### config.mk
export PLATFORM = sky130hd
export DESIGN_NAME = fifo_uart_tx_flat
export DESIGN_NICKNAME = d
export VERILOG_FILES = /design/src/rtl/fifo_uart_pkg.sv /design/src/rtl/fifo_uart_tx_if.sv /design/src/rtl/uart_baud_gen.sv /design/src/rtl/fifo_uart_tx.sv /design/src/flat_wrapper.sv
export SDC_FILE = /design/constraint.sdc
export NUM_CORES = 1
export LEC_CHECK = 0
export CAP_MARGIN = 20
export CORE_UTILIZATION = 30
export DETAILED_ROUTE_END_ITERATION = 12
export PLACE_DENSITY_LB_ADDON = 0.08
export SETUP_SLACK_MARGIN = 0.2
export SKIP_LAST_GASP = 1
export SLEW_MARGIN = 20
export SYNTH_ARGS = -nofsm -noshare
export SYNTH_HDL_FRONTEND = slang
export SYNTH_HIERARCHICAL = 1
export SYNTH_SLANG_ARGS = --single-unit
### constraint.sdc
create_clock -name clk -period 2.7 [get_ports clk]
set_clock_uncertainty 0.05 [all_clocks]
set_input_delay 0.27 -clock clk [delete_from_list [all_inputs] [get_ports clk]]
set_output_delay 0.27 -clock clk [all_outputs]
set_load 0.05 [all_outputs]
### src/rtl/fifo_uart_pkg.sv
// Shared definitions for the FIFO-drain UART transmitter: frame state
// encoding, the idle line level and a counter-width helper.
package fifo_uart_pkg;

  typedef enum logic [2:0] {
    IDLE   = 3'd0,
    START  = 3'd1,
    DATA   = 3'd2,
    PARITY = 3'd3,
    STOP   = 3'd4
  } tx_state_e;

  localparam logic TX_IDLE_LEVEL = 1'b1;

  // Width needed for a counter that must hold every value 0..max_count.
  function automatic int count_bits(input int max_count);
    return (max_count < 1) ? 1 : $clog2(max_count + 1);
  endfunction

endpackage

### src/rtl/fifo_uart_tx_if.sv
// Read-side handshake between a first-word-fall-through FIFO and its drain.
// master: the drain stage that issues pops; slave: the FIFO that serves them.
interface fifo_uart_tx_if #(
  parameter int N = 8
);
  logic         fifo_empty;
  logic [N-1:0] fifo_rd_data;
  logic         fifo_rd_en;

  modport master (
    input  fifo_empty,
    input  fifo_rd_data,
    output fifo_rd_en
  );

  modport slave (
    output fifo_empty,
    output fifo_rd_data,
    input  fifo_rd_en
  );
endinterface

### src/rtl/uart_baud_gen.sv
// Bit-period timer: counts 0..CLKS_PER_BIT-1 and flags the final cycle of
// each serial bit. A synchronous clear restarts the period from zero.
module uart_baud_gen
  import fifo_uart_pkg::*;
#(
  parameter int CLKS_PER_BIT = 16
) (
  input  logic clk,
  input  logic reset,
  input  logic clear,
  output logic bit_end
);

  localparam int CW = count_bits(CLKS_PER_BIT - 1);

  logic [CW-1:0] cnt;

  assign bit_end = (cnt == CW'(CLKS_PER_BIT - 1));

  // Cycle counter within the current bit; wraps at the end of every bit.
  always_ff @(posedge clk) begin
    // NOTE: sequential state uses non-blocking assignments so every register
    // samples the pre-edge values, independent of process ordering.
    if (!reset || clear || bit_end) cnt <= '0;
    else                            cnt <= cnt + CW'(1);
  end

endmodule

### src/rtl/fifo_uart_tx.sv
// Drains a first-word-fall-through FIFO onto a UART line: start bit, N data
// bits LSB first, optional even parity, STOP_BITS stop bits. Frames run
// back-to-back while words are available and tx_enable is high.
// Optional feature macro: FIFO_UART_TX_PARITY_EN adds an even parity bit.
module fifo_uart_tx
  import fifo_uart_pkg::*;
#(
  parameter int N            = 8,
  parameter int CLKS_PER_BIT = 16,
  parameter int STOP_BITS    = 1
) (
  input  logic                  clk,
  input  logic                  reset,
  input  logic                  tx_enable,
  fifo_uart_tx_if.master        fifo,
  output logic                  tx,
  output logic                  busy,
  output logic                  frame_done
);

  localparam int BW = count_bits(N);

  tx_state_e     state, state_d;
  logic [N-1:0]  shift, shift_d;
  logic [BW-1:0] bit_cnt, bit_cnt_d;
  logic          tx_d;
  logic          bit_end;
  logic          last_stop_cycle;
  logic          pop;
`ifdef FIFO_UART_TX_PARITY_EN
  logic          parity;
`endif

  // Pops happen only between frames or in the very last cycle of a frame,
  // so the FIFO head is captured in the same cycle it is consumed.
  assign last_stop_cycle = (state == STOP) && bit_end && (bit_cnt == BW'(STOP_BITS - 1));
  assign pop             = reset & tx_enable & ~fifo.fifo_empty &
                           ((state == IDLE) | last_stop_cycle);
  assign fifo.fifo_rd_en = pop;
  assign busy            = (state != IDLE);
  assign frame_done      = reset & last_stop_cycle;

  uart_baud_gen #(
    .CLKS_PER_BIT (CLKS_PER_BIT)
  ) u_baud (
    .clk     (clk),
    .reset   (reset),
    .clear   ((state == IDLE) | pop),
    .bit_end (bit_end)
  );

  // Next-state, shift register and next line level for the frame sequencer.
  always_comb begin
    // NOTE: every output of this block gets a default first so no path
    // leaves a variable unassigned, which would otherwise infer a latch.
    state_d   = state;
    shift_d   = shift;
    bit_cnt_d = bit_cnt;
    tx_d      = tx;

    case (state)
      IDLE: tx_d = TX_IDLE_LEVEL;
      START: begin
        tx_d = 1'b0;
        if (bit_end) begin
          state_d   = DATA;
          bit_cnt_d = '0;
          tx_d      = shift[0];
        end
      end
      DATA: begin
        tx_d = shift[0];
        if (bit_end) begin
          if (bit_cnt == BW'(N - 1)) begin
            bit_cnt_d = '0;
`ifdef FIFO_UART_TX_PARITY_EN
            state_d   = PARITY;
            tx_d      = parity;
`else
            state_d   = STOP;
            tx_d      = TX_IDLE_LEVEL;
`endif
          end else begin
            bit_cnt_d = bit_cnt + BW'(1);
            shift_d   = shift >> 1;
            tx_d      = shift_d[0];
          end
        end
      end
`ifdef FIFO_UART_TX_PARITY_EN
      PARITY: begin
        tx_d = parity;
        if (bit_end) begin
          state_d   = STOP;
          bit_cnt_d = '0;
          tx_d      = TX_IDLE_LEVEL;
        end
      end
`endif
      STOP: begin
        tx_d = TX_IDLE_LEVEL;
        if (bit_end) begin
          if (last_stop_cycle) state_d = IDLE;
          else                 bit_cnt_d = bit_cnt + BW'(1);
        end
      end
      default: begin
        state_d = IDLE;
        tx_d    = TX_IDLE_LEVEL;
      end
    endcase

    // A pop starts the next frame immediately, overriding the return to IDLE.
    if (pop) begin
      state_d   = START;
      shift_d   = fifo.fifo_rd_data;
      bit_cnt_d = '0;
      tx_d      = 1'b0;
    end
  end

  // State, datapath and registered line output with synchronous reset.
  always_ff @(posedge clk) begin
    if (!reset) begin
      state   <= IDLE;
      shift   <= '0;
      bit_cnt <= '0;
      tx      <= TX_IDLE_LEVEL;
    end else begin
      state   <= state_d;
      shift   <= shift_d;
      bit_cnt <= bit_cnt_d;
      tx      <= tx_d;
    end
  end

`ifdef FIFO_UART_TX_PARITY_EN
  // Even parity of the word, computed once when it is popped.
  always_ff @(posedge clk) begin
    if (!reset)   parity <= 1'b0;
    else if (pop) parity <= ^fifo.fifo_rd_data;
  end
`endif

endmodule

### src/flat_wrapper.sv
// flat-port wrapper written by rule: the top's interface ports become plain ports
module fifo_uart_tx_flat import fifo_uart_pkg::*;
#(
  parameter int N            = 8,
  parameter int CLKS_PER_BIT = 16,
  parameter int STOP_BITS    = 1
)
  (clk, reset, tx_enable, tx, busy, frame_done, fifo_fifo_empty, fifo_fifo_rd_data, fifo_fifo_rd_en);
  fifo_uart_tx_if #(.N(N)) fifo_i ();
  input  logic clk;
  input  logic reset;
  input  logic tx_enable;
  output logic tx;
  output logic busy;
  output logic frame_done;
  input wire logic [$bits(fifo_i.fifo_empty)-1:0] fifo_fifo_empty;
  input wire logic [$bits(fifo_i.fifo_rd_data)-1:0] fifo_fifo_rd_data;
  output wire logic [$bits(fifo_i.fifo_rd_en)-1:0] fifo_fifo_rd_en;
  assign fifo_i.fifo_empty = fifo_fifo_empty;
  assign fifo_i.fifo_rd_data = fifo_fifo_rd_data;
  assign fifo_fifo_rd_en = fifo_i.fifo_rd_en;
  fifo_uart_tx #(.N(N), .CLKS_PER_BIT(CLKS_PER_BIT), .STOP_BITS(STOP_BITS)) u_core (.clk(clk), .reset(reset), .tx_enable(tx_enable), .fifo(fifo_i), .tx(tx), .busy(busy), .frame_done(frame_done));
endmodule
Word level (Yosys, flattened, before mapping)
Index checks and enable logic that the tools add are counted.

cells by class
  add/sub/neg operators = 2
  eq/ne operators = 18
  mux-type cells = 22
  bitwise operators = 9
  reductions and logical operators = 16

operators with widths
  kind                   number
  $mux W8                4
  $mux W4                5
  $mux W3                5
  $ne A3 B1 Y1 const B   5
  $ne A2 B1 Y1 const B   7
  $pmux W3 S4            1
  $pmux W4 S3            1
  $reduce_and A6 Y1      2
  $add A4 B1 Y4 const B  2
  $reduce_bool A3 Y1     2
  $mux W1                5
  $reduce_and A5 Y1      1
  $and A1 B1 Y1          4
  $eq A4 B3 Y1 const B   1
  $eq A4 B4 Y1 const B   1
  $logic_not A4 Y1       1
  $reduce_bool A2 Y1     2
  $eq A3 B1 Y1 const B   1
  $eq A3 B2 Y1 const B   1
  $eq A3 B3 Y1 const B   1
  $logic_not A3 Y1       1
  $not A1 Y1             3
  $reduce_and A3 Y1      1
  $logic_and A1 B1 Y1    2
  other kinds (6)        8

storage, ports and cells
  flip-flop bits (word level) = 20
  input port bits = 12

Logic depth before layout (Yosys ltp)
Gate-level depths: netlist (run 1).

  depth after elaboration = 8
  gate-level depth with buffers = 9

Cells and area by module
The synthesis (run 1) kept the hierarchy.

by module, submodules not included
  module         instances  cells an instance  area an instance (sq um)  sequential area each (sq um)
  fifo_uart_tx   1          112                929.6                     320.3
  uart_baud_gen  1          15                 162.7                     80.1

Least setup slack after synthesis (run 1)
OpenSTA, ideal clock, no wires.

  path type = register -> register
  start = register u_core.u_baud.cnt[0]
  end = register u_core.u_baud.cnt[3]
  arrival = 2.155 ns
  slack = 0.433 ns
  stages on the path, launching flop included = 10
  clock period less this slack = 2.267 ns
  cells stage by stage = dfxtp_1 -> ha_1 -> and3_4 -> buf_2 -> and4bb_1 -> o211ai_2 -> buf_2 -> nand2_1 -> or3b_4 -> nor2_2

between the ends
  cells in the longest elaborated chain, start to end = 8

RTL lines
  element                           RTL line             text
  start, declared                   uart_baud_gen.sv:16  logic [CW-1:0] cnt;
  start signal, assigned            uart_baud_gen.sv:25  else cnt <= cnt + CW'(1);
  $eq A4 B4 Y1 *                    uart_baud_gen.sv:18  assign bit_end = (cnt == CW'(CLKS_PER_BIT - 1));
  net u_core.bit_end                fifo_uart_tx.sv:27   logic bit_end;
  $logic_and A1 B1 Y1 (2 in a row)  fifo_uart_tx.sv:36   assign last_stop_cycle = (state == STOP) && bit_end && (bit_cnt == BW'(STOP_BITS - 1));
  $or A1 B1 Y1                      fifo_uart_tx.sv:38   ((state == IDLE) | last_stop_cycle);
  $and A1 B1 Y1                     fifo_uart_tx.sv:37   assign pop = reset & tx_enable & ~fifo.fifo_empty &
  $or A1 B1 Y1                      fifo_uart_tx.sv:48   .clear ((state == IDLE) | pop),
  $logic_or A1 B1 Y1                uart_baud_gen.sv:24  if (!reset || clear || bit_end) cnt <= '0;
  $logic_or A1 B1 Y1 *              uart_baud_gen.sv:24

The timed path passes the listed nets; every way through them passes the cells marked *.
A chain may end at the register's enable or synchronous reset.

Worst setup path after layout (run 1)
  start = register u_core.u_baud.cnt[0]
  end = output fifo_fifo_rd_en

between the ends
  cells in the longest elaborated chain, start to end = 5

RTL lines
  element                           RTL line             text
  $eq A4 B4 Y1                      uart_baud_gen.sv:18
  net u_core.bit_end                fifo_uart_tx.sv:27
  $logic_and A1 B1 Y1 (2 in a row)  fifo_uart_tx.sv:36
  $or A1 B1 Y1                      fifo_uart_tx.sv:38
  $and A1 B1 Y1                     fifo_uart_tx.sv:37
  end, declared                     flat_wrapper.sv:18   output wire logic [$bits(fifo_i.fifo_rd_en)-1:0] fifo_fifo_rd_en;

The timed path passes the listed nets, and every way through them passes these cells.

==> metrics, run 1 <==
max-slew violations 0; Area Overhead vs Synth 21.19%; final setup fails 0; Max Cap Viol 0; die area 3886 sq um; maximum vdd drop 0.1670 mV; worst-margin pin slew 0.5216 ns; Pre-antenna DRT Iters 4; Worst Hold Class register to register; total track usage 12.98%; Final WS setup 0.4670 ns; CTS buffer count 3; port bufs 15; FMAX 447.8 MHz; initial core utilization 31.98%; R2R Setup Slk 0.70 ns; CP max-delay cell dfxtp_1; CP top delay family simple AND/OR/NAND/NOR gates; 1st-iter DRT viols 33; CP Data Required Time 2.38 ns; CP startpoint u_core/u_baud/cnt[0]; share of post-route cells with drive strength above 1 12.06%; buffer depth of the longest clock path 2; critical path type register to primary output; HPWL after DPL 1655 microns; dominant synthesized flop cell dfxtp_1; initial antenna violation count 0; Wirelength per Cell 12.07 microns; Synth top cells by count dfxtp_1 (20), a21oi_1 (14), inv_1 (13); reg2reg end u_core/bit_cnt[3]; # H-tree levels 1; Placement Setup Slack 0.7197 ns; Worst Min Path Start u_core/u_baud/cnt[0]; Syn. warnings 6; hold-fix buffers at CTS 0; setup TNS 0 ns; Vias per Instance 4.882; Critical Path Stages 6; Synth area leader dfxtp_1; Vias 913; RSZ-0062 raised after global routing false; largest net degree at the start of global routing 17; DRT antenna net count 0; Syn Inst Count 127; DP Area 1287 sq um; Max transition margin 65.13%; most frequent cell after synthesis dfxtp_1; row cnt 21; CP Cell Sequence ha_1 -> and3_4 -> and4bb_1 -> o211ai_2 -> inv_1 -> buf_12; Finished Cell Area 1324 sq um; final hold slack 0.4102 ns; Leakage 0.4814 nW; Crit path arrival time 1.91 ns; Worst Setup Start Kind register; clock root buffer clkbuf_4; Post-synth EDFFs 0; Worst Path Buf+Inv 2; global route overflow 0; crit end category primary output; synth unique cells 38; R2R depth 6; first-pass GRT wire length 4015 microns; CTS resizes 0; Setup crit end fifo_fifo_rd_en; ys async rst share 0%; Worst-path clk slew 0.11 ns; status completed; Post-Route WL 2258 microns; R2R Path Start u_core/u_baud/cnt[0]; core area 3416 sq um; P per Cell Area 425.7 nW/um^2; CTS tree done; sequential area share after synthesis 36.66%; Post-CTS Repair Setup Buffers 0; Filler Cells Inserted 379; vias in the first global route 846; CP max stage delay 0.38 ns; clock sink count 20; Final GP Congestion 0.7253; Avg Cell Area, Syn 8.601 sq um; fin nets 157; Synth top area share 36.66%; Die H 62.34 microns; drt drc 0; Crit Path Max Fanout 11; Die W 62.34 microns; Final period util 82.70%; Antenna Cells 0; cell area after synthesis 1092 sq um; I/O Pins 16; Clk Latency, worst-skew pair 0.30 ns; Mapped Nets 142; Final Hold Vio Count 0; Tmin final 2.233 ns; Seq cells post-synth 20; Synth area leaders dfxtp_1 (37%), a21oi_1 (6.4%), mux2i_1 (4.6%), inv_1 (4.5%), nand3_1 (4.1%)
## worst min-delay path by stage
| stage | to | slack, ns | depth (start not counted) |
|---|---|---|---|
| after floorplan | u_core/u_baud/cnt[0] | 0.37 | 1 |
| after global placement | u_core/u_baud/cnt[0] | 0.38 | 1 |
| after detailed placement | u_core/u_baud/cnt[0] | 0.39 | 1 |
| after CTS | u_core/u_baud/cnt[0] | 0.41 | 1 |
| after global routing | u_core/u_baud/cnt[0] | 0.44 | 1 |
| final | u_core/u_baud/cnt[0] | 0.41 | 1 |
## layout by cell type, fill, tap and decap left out, types with 2 or more instances in the layout
cell             synthesis  layout
mux2i_1                  5       5
dfxtp_1                 20      20
inv_1                   13      13
ha_1                     3       3
clkbuf_4                 0       3
o22a_1                   3       3
buf_4                    0       2
nor2_1                   4       4
nand3b_1                 2       2
a21oi_1                 14      14
nand2b_1                 3       3
clkdlybuf4s50_1          0      13
nand2_1                  9       9
and4bb_2                 2       2
xnor2_1                  2       2
nor3_1                   3       3
and4bb_1                 2       2
o21ai_0                  7       7
nand3_1                  9       9
## power by group
group	internal, W	switching (W)
Clock	0.0000822	0.0000960
Sequential	0.000304	0.00000787
Combinational	0.0000354	0.0000377
## sequential cells by signal, indices dropped and copies added (netlist names)
signal and count:
u_core/bit_cnt 4, u_core/shift 8, u_core/state 3, u_core/tx 1, u_core/u_baud/cnt 4
## layout make-up
| class | instances | area [sq um] | area share, % |
|---|---|---|---|
| multi-input cells | 87 | 611.8 | 46.22 |
| flip-flops and latches | 20 | 400.4 | 30.25 |
| clock buffers | 4 | 36.28 | 2.741 |
| inverters | 14 | 52.55 | 3.970 |
| well taps | 46 | 57.56 | 4.348 |
| repair buffers | 16 | 165.2 | 12.48 |
## metal layers
layer | wire length (microns) | global-route usage (%) | up-vias | share of wire, %
li1 | - | - | 480 | -
met3 | 71 | 2.022 | 2 | 3.1
met2 | 983 | 19.37 | 12 | 44
met1 | 1183 | 18.14 | 419 | 52
met5 | 0 | 0 | - | 0
met4 | 20 | 6.105 | 0 | 0.89
## through the flow
| stage | std cells | power, W | utilization, % |
|---|---|---|---|
| floorplan | 127 | 0.0003601 | - |
| finish | 187 | 0.0005635 | 38.75 |
| global route | 187 | 0.0005986 | 38.75 |
| CTS | 187 | 0.0005736 | 38.75 |
| global placement | 183 | 0.0003919 | 37.69 |
| detailed placement | 183 | 0.0003929 | 37.69 |
## kinds of logic after synthesis
family | count (synthesis) | share of synthesized area, %
AND/OR/NAND/NOR | 44 | 26.92
XOR/XNOR | 3 | 2.406
AO/OA/AOI/OAI | 32 | 18.67
multiplexers | 5 | 4.582
adder cells (fa/ha/maj) | 3 | 3.437
flip-flops | 20 | 36.65
buffers and inverters | 20 | 7.331
Power figures use the tool's default switching activity.
==> run 2, diff against run 1 <==
==> constraint.sdc (replaced) <==
create_clock -name clk -period 2.3 [get_ports clk]
set_clock_uncertainty 0.05 [all_clocks]
set_input_delay 0.23 -clock clk [delete_from_list [all_inputs] [get_ports clk]]
set_output_delay 0.23 -clock clk [all_outputs]
set_load 0.05 [all_outputs]
==> metrics, run 2 (same netlist as run 1, synthesis figures left out) <==
share of post-route cells with drive strength above 1 18.75% (+6.7 points); RSZ-0062 raised after global routing true; HPWL after DPL 1717 microns (+3.7%); Die H 62.34 microns (unchanged); # H-tree levels 1 (unchanged); Wirelength per Cell 12.83 microns (+6.3%); FMAX 493.7 MHz; max-slew violations 0 (unchanged); buffer depth of the longest clock path 2 (unchanged); total track usage 13.91% (+0.93 points); Max transition margin 65.05% (-0.083 points); Design Power 0.0006208 W (+10%); row cnt 21 (unchanged); Worst Setup Start Kind register; P per Cell Area 445.8 nW/um^2 (+4.7%); Antenna Cells 0 (unchanged); Tmin final 2.026 ns; most frequent cells in the layout dfxtp_1 (18), a21oi_1 (14), clkdlybuf4s50_1 (12), inv_1 (12), nand3_1 (9); commonest non-fill, non-tap cell in the layout dfxtp_1; Worst Hold Class register to register; DRT antenna net count 0 (unchanged); vias in the first global route 915 (+8.2%); Largest regs u_core/shift x8, u_core/bit_cnt x4, u_core/u_baud/cnt x4; initial core utilization 31.98% (unchanged); Max Cap Viol 0 (unchanged); fin nets 161 (+2.5%); Area Overhead vs Synth 27.49%; final setup fails 0 (unchanged); status completed; first-pass GRT wire length 4326 microns (+7.7%); largest net degree at the start of global routing 17 (unchanged); port bufs 15 (unchanged); Finished Cell Area 1393 sq um (+5.2%); Crit Path Max Fanout 8 (-3); clock root buffer clkbuf_4; Vias per Instance 4.937 (+1.1%); Post-Route WL 2438 microns (+8.0%); Clk Latency, worst-skew pair 0.29 ns (about the same); core area 3416 sq um (unchanged); critical path type register to primary output; die area 3886 sq um (unchanged); CTS tree done; worst-margin pin slew 0.5228 ns (+0.001244 ns); DP Area 1325 sq um (+2.9%); CTS buffer count 3 (unchanged); Vias 938 (+2.7%); maximum vdd drop 0.1757 mV (+5.2%); Pre-antenna DRT Iters 5 (+1); Final period util 88.07%; Worst-path clk slew 0.11 ns (about the same); Final GP Congestion 0.7510 (+3.5%); hold-fix buffers at CTS 0 (unchanged); drt drc 0 (unchanged); crit end category primary output; Leakage 0.4989 nW (+3.6%); initial antenna violation count 0 (unchanged); Top reg by flops u_core/shift; I/O Pins 16 (unchanged); Die W 62.34 microns (unchanged); 1st-iter DRT viols 33 (unchanged); max reg flops 8 (unchanged); clock sink count 20 (unchanged); global route overflow 0 (unchanged); Final Hold Vio Count 0 (unchanged); setup TNS 0 ns (unchanged); CP Data Required Time 2.02 ns (-0.36 ns); Crit path arrival time 1.75 ns (-0.16 ns)
-- run 2: path summary, 6_finish.rpt --
check	start	to	slack, ns	cells after the start
max	u_core/u_baud/cnt[0]	frame_done	0.27	6
min	u_core/u_baud/cnt[0]	u_core/u_baud/cnt[0]	0.40	1
max reg2reg	u_core/state[1]	u_core/shift[2]	0.40	4
min reg2reg	u_core/u_baud/cnt[0]	u_core/u_baud/cnt[0]	0.40	1
-- run 2: final cells by class --
type	count	area, sq um
clock buffer	3	22.52
fill	368	2023
inverter	14	52.55
multi-input combinational	87	650.6
sequential	20	402.9
tap	46	57.56
timing repair buffer	20	206.4
-- run 2: per-stage QoR --
stage | hold slack [ns] | setup WS (ns) | instances | util [%]
after global routing | 0.4174 | 0.1830 | 190 | 40.77
final | 0.3986 | 0.2745 | 190 | 40.77
after global placement | 0.3458 | 0.4046 | 184 | 38.79
after floorplan | 0.3386 | 0.2107 | 127 | -
after CTS | 0.3723 | 0.2035 | 188 | 39.74
after detailed placement | 0.3551 | 0.3566 | 184 | 38.79
-- run 2: report_power, final --
| group | internal (W) | switching, W | total, W |
|---|---|---|---|
| registers | 0.000357 | 0.0000106 | 0.000368 |
| clock network | 0.0000609 | 0.000102 | 0.000163 |
| logic | 0.0000440 | 0.0000462 | 0.0000902 |
| total | 0.000462 | 0.000159 | 0.000621 |
-- run 2: routing by layer --
metal / GRT usage [%] / part of all wire, % / vias up
met5: 0 / 0 / -
met4: 5.233 / 0.70 / 0
met3: 3.676 / 5.0 / 2
met2: 21.15 / 44 / 20
met1: 18.74 / 51 / 429
li1: - / - / 487
-- run 2: worst max-delay path, cell delays in order (launching register included) --
cell and delay (ns):
dfxtp_2 0.38, ha_4 0.14, and3_4 0.22, and4bb_4 0.29
nand3_1 0.10, nor2_2 0.18, buf_12 0.15
-- run 2: what timing repair did --
action | 4_1_cts | 5_1_grt
resized for setup | 2 | 4
endpoints found under the setup margin | 3 | 3
pin swaps | 1 | 1
setup buffers | 1 | 2
==> run 3, diff against run 2 <==
--- a/config.mk
+++ b/config.mk
@@ -9,6 +9,7 @@
 export CORE_UTILIZATION = 30
 export DETAILED_ROUTE_END_ITERATION = 12
 export PLACE_DENSITY_LB_ADDON = 0.08
+export RECOVER_POWER = 50
 export SETUP_SLACK_MARGIN = 0.2
 export SKIP_LAST_GASP = 1
 export SLEW_MARGIN = 20
==> metrics, run 3 (same netlist as run 1, synthesis figures left out) <==
status completed; Design Power 0.0006192 W (-0.25%); Largest regs u_core/shift x8, u_core/bit_cnt x4, u_core/u_baud/cnt x4; Worst Path Buf+Inv 1 (unchanged); Leakage 0.4875 nW (-2.3%); maximum vdd drop 0.1755 mV (about the same); P per Cell Area 448.7 nW/um^2 (+0.66%); # H-tree levels 1 (unchanged); share of post-route cells with drive strength above 1 15.97% (-2.8 points); Tmin final 2.055 ns (+0.02981 ns); fin nets 161 (unchanged); Area Overhead vs Synth 26.35%; CP max stage delay 0.39 ns (about the same); CP Data Required Time 2.02 ns (about the same); FMAX 486.5 MHz (-1.5%); Vias per Instance 4.979 (+0.85%); Pre-antenna DRT Iters 5 (unchanged); CTS buffer count 3 (unchanged); Crit Path Max Fanout 8 (unchanged); initial core utilization 31.98% (unchanged); total track usage 13.91% (unchanged); 1st-iter DRT viols 36 (+9.1%); first-pass GRT wire length 4326 microns (unchanged); vias in the first global route 915 (unchanged); HPWL after DPL 1717 microns (unchanged); buffer depth of the longest clock path 2 (unchanged); row cnt 21 (unchanged); core area 3416 sq um (unchanged); CP Cell Sequence ha_4 -> and3_4 -> and4bb_4 -> nand3_1 -> nor2_2 -> buf_12; GR Util met3 3.676% (unchanged); final setup fails 0 (unchanged); global route overflow 0 (unchanged); CP top delay family simple AND/OR/NAND/NOR gates; Max transition margin 64.46% (-0.59 points); most frequent cells in the layout dfxtp_1 (19), a21oi_1 (14), inv_1 (12); Top reg by flops u_core/shift; DRT antenna net count 0 (unchanged); Vias 946 (+0.85%); critical path type register to primary output; initial antenna violation count 0 (unchanged); hold-fix buffers at CTS 0 (unchanged); max reg flops 8 (unchanged); met2 usage 21.15% (unchanged); Crit path arrival time 1.78 ns (+0.03 ns); Worst Setup Start Kind register; R2R Setup Slk 0.29 ns (-0.11 ns); CTS tree done; die area 3886 sq um (unchanged); crit end category primary output; Final GP Congestion 0.7510 (unchanged); port bufs 15 (unchanged); Final period util 89.36% (+1.3 points); commonest non-fill, non-tap cell in the layout dfxtp_1; Filler Cells Inserted 370 (+0.54%); Wirelength per Cell 12.90 microns (+0.53%); Max Cap Viol 0 (unchanged); setup TNS 0 ns (unchanged); I/O Pins 16 (unchanged); RSZ-0062 raised after global routing true; worst-margin pin slew 0.5316 ns (+0.008798 ns); clock sink count 20 (unchanged); CP max-delay cell dfxtp_1; Worst-path clk slew 0.11 ns (about the same); clock root buffer clkbuf_4; Clk Latency, worst-skew pair 0.29 ns (about the same); Worst Hold Class register to register; met1 track utilization from global routing 18.74% (unchanged); Die H 62.34 microns (unchanged); Die W 62.34 microns (unchanged); Post-Route WL 2451 microns (+0.53%); drt drc 0 (unchanged); largest net degree at the start of global routing 17 (unchanged); Final Hold Vio Count 0 (unchanged); Antenna Cells 0 (unchanged); max-slew violations 0 (unchanged); GRT busiest layer met2
==> run 3: final timing paths <==
kind	endpoint	cells past startpoint	start
setup / recovery	frame_done	6	u_core/u_baud/cnt[1]
hold / removal	u_core/u_baud/cnt[0]	1	u_core/u_baud/cnt[0]
setup reg to reg	u_core/shift[2]	4	u_core/state[1]
hold reg to reg	u_core/u_baud/cnt[0]	1	u_core/u_baud/cnt[0]
==> run 3: per-layer routing <==
layer | vias up | wire, microns
met5 | - | 0
met4 | 0 | 17
met3 | 2 | 108
met2 | 18 | 1082
met1 | 438 | 1243
li1 | 488 | -
==> run 3: repair_timing <==
item                                    CTS  global route
pin swaps                                 1             1
gates resized for setup                   2             4
hold endpoints to repair                  0             0
endpoints found under the setup margin    3             3
buffers inserted                          1             2
==> run 3: area by class of cell <==
class / count / area, sq um / share of cell area [%]
tap: 46 / 57.56 / 4.170
inverter: 14 / 52.55 / 3.808
multi-input combinational: 87 / 643.1 / 46.60
sequential: 20 / 401.6 / 29.10
clock buffer: 3 / 22.52 / 1.632
timing repair buffer: 20 / 202.7 / 14.69
==> run 3: power by group <==
group / internal, W / switching, W / total, W
Clock: 0.0000609 / 0.000102 / 0.000163
Combinational: 0.0000426 / 0.0000459 / 0.0000885
Sequential: 0.000357 / 0.0000103 / 0.000368
==> run 3: through the flow <==
step | area [sq um] | util, % | hold WS [ns] | cells | setup WS (ns)
2_1_floorplan | 1122 | - | 0.3386 | 127 | 0.2107
4_1_cts | 1358 | 39.74 | 0.3723 | 188 | 0.2035
5_1_grt | 1380 | 40.40 | 0.4195 | 190 | 0.1329
6_report | 1380 | 40.40 | 0.3996 | 190 | 0.2447
3_5_place_dp | 1325 | 38.79 | 0.3551 | 184 | 0.3566
3_3_place_gp | 1325 | 38.79 | 0.3458 | 184 | 0.4046
